File: src/rtl/fifo_pkg.sv
// Shared definitions for the async FIFO write/read controllers.
package fifo_pkg;

  localparam int FIFO_ADDR_WIDTH   = 4;
  localparam int FIFO_AFULL_THRESH = 12;

  typedef enum logic {
    ST_INIT = 1'b0,
    ST_RUN  = 1'b1
  } ctrl_state_e;

  // Pointers carry one extra wrap bit over the memory address.
  function automatic int ptr_width(input int addr_width);
    return addr_width + 1;
  endfunction

endpackage

File: src/rtl/fifo_ptr_cmp.sv
// Pointer distance compare: a - b modulo 2**P, with level, threshold and
// out-of-range detection. Reused by the read side for empty/almost-empty.
module fifo_ptr_cmp
  import fifo_pkg::*;
#(
  parameter int ADDR_WIDTH = FIFO_ADDR_WIDTH,
  parameter int THRESH     = FIFO_AFULL_THRESH
) (
  input  logic [ADDR_WIDTH:0] ptr_a_i,
  input  logic [ADDR_WIDTH:0] ptr_b_i,
  output logic [ADDR_WIDTH:0] diff_o,
  output logic                full_o,
  output logic                thresh_o,
  output logic                err_o
);

  localparam int P = ptr_width(ADDR_WIDTH);
  localparam logic [P-1:0] DEPTH_P  = P'(2**ADDR_WIDTH);
  localparam logic [P-1:0] THRESH_P = P'(THRESH);

  assign diff_o   = ptr_a_i - ptr_b_i;
  assign full_o   = (diff_o == DEPTH_P);
  assign thresh_o = (diff_o >= THRESH_P);
  assign err_o    = (diff_o > DEPTH_P);

endmodule

File: src/rtl/fifo_wr_ctrl.sv
// Write-domain controller of the async FIFO: accepts writes, owns the binary
// write pointer and derives full/almost-full/occupancy from the synced read ptr.
module fifo_wr_ctrl
  import fifo_pkg::*;
#(
  parameter int ADDR_WIDTH   = FIFO_ADDR_WIDTH,
  parameter int AFULL_THRESH = FIFO_AFULL_THRESH,
  parameter int INIT_CYCLES  = 3
) (
  input  logic                  clk_i,
  input  logic                  rst_i,
  input  logic                  wr_req_i,
  output logic                  wr_ready_o,
  output logic                  mem_we_o,
  output logic [ADDR_WIDTH-1:0] mem_waddr_o,
  output logic [ADDR_WIDTH:0]   wr_ptr_o,
  input  logic [ADDR_WIDTH:0]   rd_ptr_sync_i,
  output logic                  full_o,
  output logic                  almost_full_o,
  output logic [ADDR_WIDTH:0]   wr_count_o,
  input  logic                  ovf_clr_i,
  output logic                  overflow_o,
  output logic                  ptr_err_o
);

  localparam int P  = ptr_width(ADDR_WIDTH);
  localparam int CW = (INIT_CYCLES > 1) ? $clog2(INIT_CYCLES) : 1;
  localparam logic [P-1:0] DEPTH_P = P'(2**ADDR_WIDTH);

  ctrl_state_e   state_q;
  logic [CW-1:0] init_cnt_q;
  logic [P-1:0]  wr_ptr_q, wr_ptr_d, count_q, diff;
  logic          full_q, afull_q, ovf_q, perr_q;
  logic          accept, run, cmp_full, cmp_afull, cmp_err;

  assign run         = (state_q == ST_RUN);
  assign wr_ready_o  = run && !full_q;
  assign accept      = wr_req_i && wr_ready_o;
  assign mem_we_o    = accept;
  assign mem_waddr_o = wr_ptr_q[ADDR_WIDTH-1:0];
  assign wr_ptr_d    = wr_ptr_q + P'(accept);

  // Flags look at the post-write pointer so a write can never land at DEPTH.
  fifo_ptr_cmp #(
    .ADDR_WIDTH (ADDR_WIDTH),
    .THRESH     (AFULL_THRESH)
  ) u_cmp (
    .ptr_a_i  (wr_ptr_d),
    .ptr_b_i  (rd_ptr_sync_i),
    .diff_o   (diff),
    .full_o   (cmp_full),
    .thresh_o (cmp_afull),
    .err_o    (cmp_err)
  );

  always_ff @(posedge clk_i) begin
    if (rst_i) begin
      state_q    <= ST_INIT;
      init_cnt_q <= '0;
      wr_ptr_q   <= '0;
      full_q     <= 1'b0;
      afull_q    <= 1'b0;
      count_q    <= '0;
      ovf_q      <= 1'b0;
      perr_q     <= 1'b0;
    end else begin
      if (!run) begin
        if (init_cnt_q == CW'(INIT_CYCLES - 1)) state_q <= ST_RUN;
        else                                    init_cnt_q <= init_cnt_q + CW'(1);
      end else begin
        wr_ptr_q <= wr_ptr_d;
        // Corrupt distance: report full so the producer is blocked.
        if (cmp_err) begin
          full_q  <= 1'b1;
          afull_q <= 1'b1;
          count_q <= DEPTH_P;
        end else begin
          full_q  <= cmp_full;
          afull_q <= cmp_afull;
          count_q <= diff;
        end
      end
      ovf_q  <= (run && wr_req_i && full_q) || (ovf_q && !ovf_clr_i);
      perr_q <= (run && cmp_err) || (perr_q && !ovf_clr_i);
    end
  end

  assign wr_ptr_o      = wr_ptr_q;
  assign full_o        = full_q;
  assign almost_full_o = afull_q;
  assign wr_count_o    = count_q;
  assign overflow_o    = ovf_q;
  assign ptr_err_o     = perr_q;

endmodule

File: config.mk
export PLATFORM = sky130hd
export DESIGN_NAME = fifo_wr_ctrl
export DESIGN_NICKNAME = d
export VERILOG_FILES = /design/src/rtl/fifo_pkg.sv /design/src/rtl/fifo_ptr_cmp.sv /design/src/rtl/fifo_wr_ctrl.sv
export SDC_FILE = /design/constraint.sdc
export NUM_CORES = 1
export LEC_CHECK = 0
export BUFFER_PORTS_ARGS = -buffer_cell sky130_fd_sc_hd__buf_4
export CAP_MARGIN = 20
export CELL_PAD_IN_SITES_DETAIL_PLACEMENT = 1
export CELL_PAD_IN_SITES_GLOBAL_PLACEMENT = 2
export CORE_MARGIN = 4
export CORE_UTILIZATION = 31
export DETAILED_ROUTE_END_ITERATION = 8
export PLACE_DENSITY = 0.8
export SETUP_SLACK_MARGIN = 0.4
export SLEW_MARGIN = 15
export SYNTH_ARGS = -nofsm -noshare
export SYNTH_HDL_FRONTEND = slang
export SYNTH_SLANG_ARGS = --single-unit
File: constraint.sdc
create_clock -name clk_i -period 5.9 [get_ports clk_i]
set_input_delay 1.18 -clock clk_i [delete_from_list [all_inputs] [get_ports clk_i]]
set_output_delay 1.18 -clock clk_i [all_outputs]
set_load 0.005 [all_outputs]
==> metrics.txt <==
run status=completed; Max-Cap Viols=0; final cell utilization of the core=0.415; Setup Fix Bufs, Post-CTS=0; vias per std cell=4.99; DP HPWL=1760 µm; worst slew pin tran=between 500 and 600 ps; row cnt=19; fin cells=around 160; placed cell area=0.00116 mm²; final setup vio count=0; Power Dens Cells=around 260 mW/mm²; CP max-delay cell=dfxtp_1; die area=between 0.004 and 0.005 mm²; Seq cells post-synth=17; Yosys top cell area share=0.357; Area contributors post-synth=dfxtp_1 36%, ha_1 9.2%, nor2_1 5.9%; CTS clk-pin slew, worst paths=between 100 and 150 ps; internal power=just over 0.2 mW; Overflow after GRT=0; maximum clock path buffer count=2; placed cell count=154; Switching Share=0.334; Final GP Congestion=0.740; RSZ-0062 raised after global routing=false; cell mode on critical path=ha_1; Critical Path Sink Type=flop; worst slack, placed=2400 ps; Final Hold Violating Endpoints=0; Vias=788; H-tree lvl count=1; first-pass GRT wire length=3780 µm; P_sw=0.102 mW; worst-path fanout max=16; Leakage=0.561 nW; CP Launch Type=flop; Post-Syn Area per Cell=9.26 µm²; # port buffers=28; Initial Util=0.334; setup ws final=2690 ps; CTS tree=done; critical path required time=6060 ps; critical path's largest stage delay=710 ps; Mapped Nets=120; Worst Path Class, Setup=reg2reg; Mapped Cells=approximately 100; worst hold path type=reg2reg; total chip power=0.305 mW; Tmin final=3210 ps; critical path, cell by cell=inv_1 > nor2_1 > and2_1 > ha_1 > ha_1 > fa_1 > a21o_1 > a21oi_2 > xor2_2 > a211oi_1; largest net degree at the start of global routing=19; Root Buffer=clkbuf_4; share of layout cells above drive strength 1=0.299; synthesized area=953 µm²; vias in the first global route=between 800 and 900; initial antenna violation count=0; number of gates resized after cts=0; aggregate negative setup slack=0 ps; Skew-Pair Late Insertion Delay=roughly 300 ps; Final Cycle Share=0.544; Ant. Diodes=0; Seq/Total Area, Yosys=0.357; DRT Pass-1 Iters=4; Die Wd=63.5 µm; Die H=63.5 µm; Sink Count=17; global-route usage over all layers=0.116; Max Freq=around 310 MHz; maximum VDD drop=0.130 mV; Hold Worst Slack=496 ps; Max-slew headroom=0.605; wire per inst=13.9 µm; Comb pwr share=0.297; Post-DRT Antenna Nets=0; fin area=approximately 0.0012 mm²; final setup skew=slightly below 10 ps; Layout Nets=approximately 150; number of library cell types mapped by synthesis=33; crit path DAT=3370 ps; DR iter-0 viols=26; # IOs=29; Total Wirelength=around 2200 µm; Flop pwr share=0.492; Max Slew Vio Count=0; hold buffers post-CTS=0; CTS Buf Count=3; final-layout fill cell count=343; Yosys Warn Count=0; DRC violations left=0; clock power share=0.212; area leader, netlist=dfxtp_1; area grow syn2layout=24.1%; core outline area=0.00285 mm²
## cell usage after synthesis (all sizes together)
library cell and number:
dfxtp 17, nor2 15, inv 9, ha 7, buf 6, xnor2 6
xor2 5, nand2 4, nand3 4, a211oi 3, a21oi 3, a21o 2
a32oi 2, clkbuf 2, mux2i 2, nand2b 2, nand4 2, o21ai 2
a2111oi 1, a22o 1, and2 1, and3b 1, fa 1, nand4b 1
o31ai 1, o32ai 1, o41ai 1, or3 1
## power groups by stage
stage                     registers (mW)  clock network, mW  logic (mW)
after floorplan                    0.145                  0      0.0631
after global placement             0.152                  0      0.0895
after detailed placement           0.153                  0      0.0917
after CTS                          0.150             0.0693      0.0922
after global routing               0.154             0.0726       0.103
final                              0.150             0.0646      0.0906
## per-layer routing
layer  global-route usage  vias to the layer above  wire length (µm)
met1                0.139                      371              1010
met5                    0                        -                 0
met2                0.193                       22              1040
li1                     -                      393                 -
met4               0.0296                        0                17
met3               0.0480                        2               123
## cell families (layout without fill, tap and decap cells)
group,count (synthesis),in the layout,share of synthesized area
compound gates,17,17,0.155
xor+xnor,11,11,0.117
fa+ha+maj,8,8,0.113
buf+inv,17,41,0.0840
flops,17,17,0.357
mux,2,2,0.0210
simple gates,31,31,0.154
## final timing paths
| kind | start | to | slack [ps] | cells past startpoint |
|---|---|---|---|---|
| setup reg to reg | run$_SDFF_PP0_ | full_o$_SDFFE_PP0P_ | 2690 | 10 |
| setup / recovery | run$_SDFF_PP0_ | full_o$_SDFFE_PP0P_ | 2690 | 10 |
| hold reg to reg | wr_count_o[4]$_SDFFE_PP0P_ | wr_count_o[4]$_SDFFE_PP0P_ | 500 | 2 |
| hold / removal | wr_count_o[4]$_SDFFE_PP0P_ | wr_count_o[4]$_SDFFE_PP0P_ | 500 | 2 |
## area by class of cell
class | instances | area (µm²) | area share
sequential | 17 | 340 | 0.288
clock buffer | 3 | 22.5 | 0.0190
clock inverter | 1 | 5.00 | 0.00423
tap | 31 | 38.8 | 0.0328
inverter | 9 | 33.8 | 0.0285
timing repair buffer | 28 | 210 | 0.178
multi-input combinational | 69 | 533 | 0.450
## cell usage in the layout, fill, tap and decap left out, drive strengths merged
cell type	instances
buf	28
a2111oi	1
or3	1
o31ai	1
fa	1
and2	1
dfxtp	17
nand4	2
xor2	5
nand2	4
a32oi	2
nand3	4
a21o	2
o21ai	2
clkinv	1
clkbuf	3
mux2i	2
xnor2	6
a211oi	3
nor2	15
and3b	1
nand4b	1
o32ai	1
inv	9
a21oi	3
ha	7
a22o	1
o41ai	1
nand2b	2
## sequential cells by signal, indices dropped and copies added, names as in the netlist
signal / cells
wr_ptr_o: 5
full_o: 1
init_cnt_q: 2
almost_full_o: 1
overflow_o: 1
wr_count_o: 5
ptr_err_o: 1
run: 1
## critical path, delay by kind of cell, from the launching register on
| family | cells | cell delay (ps) |
|---|---|---|
| buf+inv | 1 | 220 |
| simple gates | 2 | 360 |
| fa+ha+maj | 3 | 960 |
| xor+xnor | 1 | 280 |
| flops | 1 | 710 |
| compound gates | 3 | 550 |
Power figures use the tool's default switching activity.
